===== src/rtl/w_full.sv =====
// Write-domain pointer, fill level and full/almost-full flags for the dual-clock FIFO.
// Optional sticky overflow detection is compiled in with `define W_FULL_OVERFLOW_EN.
module w_full #(
  parameter int ADDR_W    = 7,
  parameter int AF_THRESH = 120
) (
  input  logic              w_clk,
  input  logic              n_rst,
  input  logic              w_en,
  input  logic [ADDR_W:0]   r_count_sync,
  input  logic              overflow_clr,
  output logic              w_accept,
  output logic [ADDR_W:0]   wptr,
  output logic [ADDR_W-1:0] w_count,
  output logic              full,
  output logic              almost_full,
  output logic [ADDR_W:0]   w_level,
  output logic              overflow
);

  localparam logic [ADDR_W:0] AF_LVL = (ADDR_W+1)'(AF_THRESH);

  logic [ADDR_W:0] w_binary_q, w_binary_d;
  logic [ADDR_W:0] wptr_q, w_gray_d;
  logic [ADDR_W:0] level_q, level_d;
  logic [ADDR_W:0] r_bin_s;
  logic            full_q, full_d;
  logic            af_q, af_d;

  function automatic logic [ADDR_W:0] gray2bin(input logic [ADDR_W:0] g);
    logic [ADDR_W:0] b;
    b[ADDR_W] = g[ADDR_W];
    for (int i = ADDR_W - 1; i >= 0; i--) begin
      b[i] = b[i+1] ^ g[i];
    end
    return b;
  endfunction

  // Next-state pointer, level and flags; increment gated by the registered full.
  always_comb begin
    w_accept   = w_en & ~full_q;
    w_binary_d = w_binary_q + {{ADDR_W{1'b0}}, w_accept};
    w_gray_d   = (w_binary_d >> 1) ^ w_binary_d;
    r_bin_s    = gray2bin(r_count_sync);
    level_d    = w_binary_d - r_bin_s;
    full_d     = (w_gray_d == {~r_count_sync[ADDR_W:ADDR_W-1], r_count_sync[ADDR_W-2:0]});
    af_d       = (level_d >= AF_LVL);
  end

  // Pointer, level and flag registers.
  always_ff @(posedge w_clk or negedge n_rst) begin
    if (!n_rst) begin
      w_binary_q <= {(ADDR_W+1){1'b0}};
      wptr_q     <= {(ADDR_W+1){1'b0}};
      level_q    <= {(ADDR_W+1){1'b0}};
      full_q     <= 1'b0;
      af_q       <= 1'b0;
    end else begin
      w_binary_q <= w_binary_d;
      wptr_q     <= w_gray_d;
      level_q    <= level_d;
      full_q     <= full_d;
      af_q       <= af_d;
    end
  end

`ifdef W_FULL_OVERFLOW_EN
  logic overflow_q;

  // Sticky write-while-full error; a new violation beats a same-cycle clear.
  always_ff @(posedge w_clk or negedge n_rst) begin
    if (!n_rst) begin
      overflow_q <= 1'b0;
    end else if (w_en & full_q) begin
      overflow_q <= 1'b1;
    end else if (overflow_clr) begin
      overflow_q <= 1'b0;
    end else begin
      overflow_q <= overflow_q;
    end
  end

  assign overflow = overflow_q;
`else
  logic unused_overflow_clr;
  assign unused_overflow_clr = overflow_clr;
  assign overflow            = 1'b0;
`endif

  assign wptr        = wptr_q;
  assign w_count     = w_binary_q[ADDR_W-1:0];
  assign full        = full_q;
  assign almost_full = af_q;
  assign w_level     = level_q;

endmodule


===== config.mk =====
export PLATFORM = sky130hd
export DESIGN_NAME = w_full
export DESIGN_NICKNAME = d
export VERILOG_FILES = /design/src/rtl/w_full.sv
export SDC_FILE = /design/constraint.sdc
export NUM_CORES = 1
export LEC_CHECK = 0
export CAP_MARGIN = 5
export CORE_MARGIN = 1.5
export CORE_UTILIZATION = 45
export CTS_CLUSTER_SIZE = 24
export DETAILED_ROUTE_END_ITERATION = 7
export PLACE_DENSITY = 0.74
export REMOVE_ABC_BUFFERS = 1
export SYNTH_ARGS = -nofsm -noshare
export SYNTH_HDL_FRONTEND = slang
export SYNTH_SLANG_ARGS = --single-unit

===== constraint.sdc =====
create_clock -name w_clk -period 3.1 [get_ports w_clk]
set_input_delay 0.31 -clock w_clk [delete_from_list [all_inputs] [get_ports w_clk]]
set_output_delay 0.31 -clock w_clk [all_outputs]
set_load 0.02 [all_outputs]

==> run summary <==
Mux cell area share after synthesis - 0.625%
Compound-cell area share of the yosys netlist - 10.4%
Overall die width - 62.6 um
Residual DRC - 0
Worst endpoint required time - 3.32 ns
Top cells by count, synth - dfrtp_1, xnor2_1, xor2_1
Mapped Cells - 140
Routed WL - 3270 um
LEAKAGE - 1.06 nW
Nets@finish - 221
Drt first-iter violations - 30
Status - finished, final reports clean
Max Cap Violations - 0
Met3 wire length - 129 um
Mapped cell area - 0.00160 mm^2
Top cells by area, synth - dfrtp_1, xnor2_1, ha_1
Fraction of layout cells with a size suffix above 1 - 19.2%
CTS tree - yes
Detail Route Antenna Nets - 0
Internal - 1.43 mW
Seq pwr share - 24.0%
Most used flip-flop cell after synthesis - dfrtp_1
DR WL/cell - 13.4 um
Adder-cell area share of the yosys netlist - 8.29%
Routed wl met2 - 1690 um
Detail Placement HPWL - 2420 um
Vias in the first global route - 1276
Max layer used - met4
Crit path launch type - input port
Register area share after synthesis - 39.1%
Max incr delay on CP - 0.45 ns
Main combinational cell family by area after synthesis - XOR/XNOR gates
Minimum clock period after layout - 2.85 ns
Part of the power in combinational logic - 70.2%
CTS Buffer Depth - 2
Worst path most repeated cell - ha_1
Finished Core Util - 66.4%
Num rows - 21
Core area - 0.00336 mm^2
Gr ovfl total - 0
Post-synthesis register bit count - 25
Fillers - 292
Via count - 1224
GRT Overall Usage - 17.9%
Hold Path Class - in -> async
Yosys warning count - 0
Netlist cell types - 46
Simple-Gate Fraction of Synth Area - 11.5%
Top-area cell type share of the netlist area - 39.1%
Hold_ws - 0.343 ns
Switching share of total power - 42.7%
WP data arrival - 3.07 ns
Crit path max fanout - 6
Number of I/O pins - 39
Post-synth EDFFs - 0
Area delta synth->final - 39.5%
Initial antenna violation count - 0
Initial Util - 47.6%
Async set-reset flop share out of synthesis - 100%
Drt first pass iters - 4
Clock network fraction of design power - 5.8%
Syn Area/Cell - 11.4 um^2
Kind of cell adding the most delay to the critical path - adder cells
R2r startpoint - full$_DFF_PN0_
Critical Path End Type - register
Clock buffer count from CTS - 3
IO buf count - 36
Fmax - 351 MHz
Sink Count - 25
XOR/XNOR Fraction of Synth Area - 26.0%
Final Hold Fails - 0
Final Skew - 0.00732 ns
R2R Setup Slk - 0.31 ns
Clock transition at path regs - 0.14 ns
Top-count cell post-synth - dfrtp_1
Die area - 0.00392 mm^2
Metal-1 WL - 1430 um
Crit path cell chain - clkdlybuf4s50_1, nor2b_1, ha_1, ha_1, and3_1, xor2_1, ha_1, a21oi_1, a21oi_1, or3b_1, o311ai_2
Final Slew Violations - 0
Share of the clock period used by the worst path - 91.9%
DR vias/cell - 5.02
Setup violations, final - 0
CTS H-tree depth - 1
Ant. Diodes - 0
Largest area contributor in the netlist - dfrtp_1
Pin count of the biggest net entering global routing - 26
First-pass GRT wire length - 5630 um
Worst vdd ir - 598 uV
Die height - 62.6 um
Gp weighted congestion - 0.837
Worst-skew pair later-pin latency - 0.31 ns
CTS root buffer - clkbuf_4
Pwr Density - 1120 mW/mm^2
CP Class - in -> reg
Slowest CP cell - clkdlybuf4s50_1
RSZ-0062 raised after global routing - no
Switching pwr - 1.06 mW
CP startpoint - w_en
Setup tns final - 0 ns
Buf+Inv Stages, Crit Path - 1
-- worst register-to-register path: stages (launching register included) --
cell	delay [ns]
dfrtp_1	0.41
nor2b_1	0.14
ha_1	0.25
ha_1	0.31
and3_1	0.24
xor2_1	0.21
ha_1	0.30
a21oi_1	0.21
a21oi_1	0.11
or3b_1	0.41
o311ai_2	0.10
-- through the flow --
| stage | cells | area [um^2] | worst slack, ns | power [mW] |
|---|---|---|---|---|
| 2_1_floorplan | 134 | 1570 | 0.0929 | 1.64 |
| 3_3_place_gp | 236 | 2140 | -0.278 | 2.26 |
| 3_5_place_dp | 236 | 2140 | -0.339 | 2.28 |
| 4_1_cts | 241 | 2180 | 0.00684 | 2.46 |
| 5_1_grt | 244 | 2230 | 0.0251 | 2.70 |
| 6_report | 244 | 2230 | 0.253 | 2.49 |
-- area by class of cell --
cell class	count	area [um^2]	share of cell area [%]
timing repair buffer	60	554	24.8
clock buffer	4	26.3	1.18
multi-input combinational	101	938	42.0
inverter	8	30.0	1.35
tap	46	57.6	2.58
sequential	25	626	28.0
-- what timing repair did --
| action | CTS | global route |
|---|---|---|
| resized for setup | 1 | 9 |
| hold buffers | 0 | 0 |
| setup buffers | 1 | 3 |
| endpoints found under the setup margin | 1 | 3 |
| pin swaps | 1 | 7 |
-- layout by cell type, fill, tap and decap left out, drive strengths merged, types with 2 or more instances in the layout --
cell           Yosys  routed
nor3b              2       2
o21a               2       2
ha                 9       9
a21oi              4       4
xor2              13      13
nor2               2       2
xnor2             16      16
buf                6      24
inv                8       8
o21ai              4       4
o211ai             2       2
xnor3              4       4
and3               3       3
nand2              6       6
nand3              3       3
clkbuf             0       4
nor2b              2       2
dfrtp             25      25
nand4              2       2
dlymetal6s2s       0       4
clkdlybuf4s50      0      32
nor3               2       2
a21o               3       3
a21boi             2       2
-- flip-flops by register name, summed over array words and instances, names as in the netlist --
signal	flops
w_binary_q	8
full	1
almost_full	1
w_level	8
wptr	7
-- power groups by stage --
stage / Combinational (mW) / Sequential (mW) / Clock [mW]
CTS: 1.71 / 0.598 / 0.151
floorplan: 0.871 / 0.771 / 0
global placement: 1.66 / 0.597 / 0
detailed placement: 1.67 / 0.604 / 0
global route: 1.91 / 0.618 / 0.167
finish: 1.75 / 0.598 / 0.144
-- per-layer routing --
metal	GRT usage (%)	vias up
met5	0	-
met4	5.00	0
met3	3.06	2
met2	30.0	31
met1	24.1	593
li1	-	598
-- worst paths after layout --
check | endpoint | cells after the start
max in group asynchronous | w_level[0]$_DFF_PN0_ | 2
min in group w_clk | full$_DFF_PN0_ | 3
min | w_binary_q[6]$_DFF_PN0_ | 2
max reg2reg | almost_full$_DFF_PN0_ | 10
min reg2reg | wptr[6]$_DFF_PN0_ | 1
max | almost_full$_DFF_PN0_ | 11
-- logic make-up (layout without fill, tap and decap cells) --
group                      count (synthesis)  count (layout)
AOI/OAI and AO/OA                         24              24
xor gates and xnor gates                  34              34
adders and majority gates                 10              10
buffers and inverters                     14              72
DFF                                       25              25
muxes                                      1               1
other                                      1               1
and+or+nand+nor                           31              31
(Power assumes the default switching activity.)
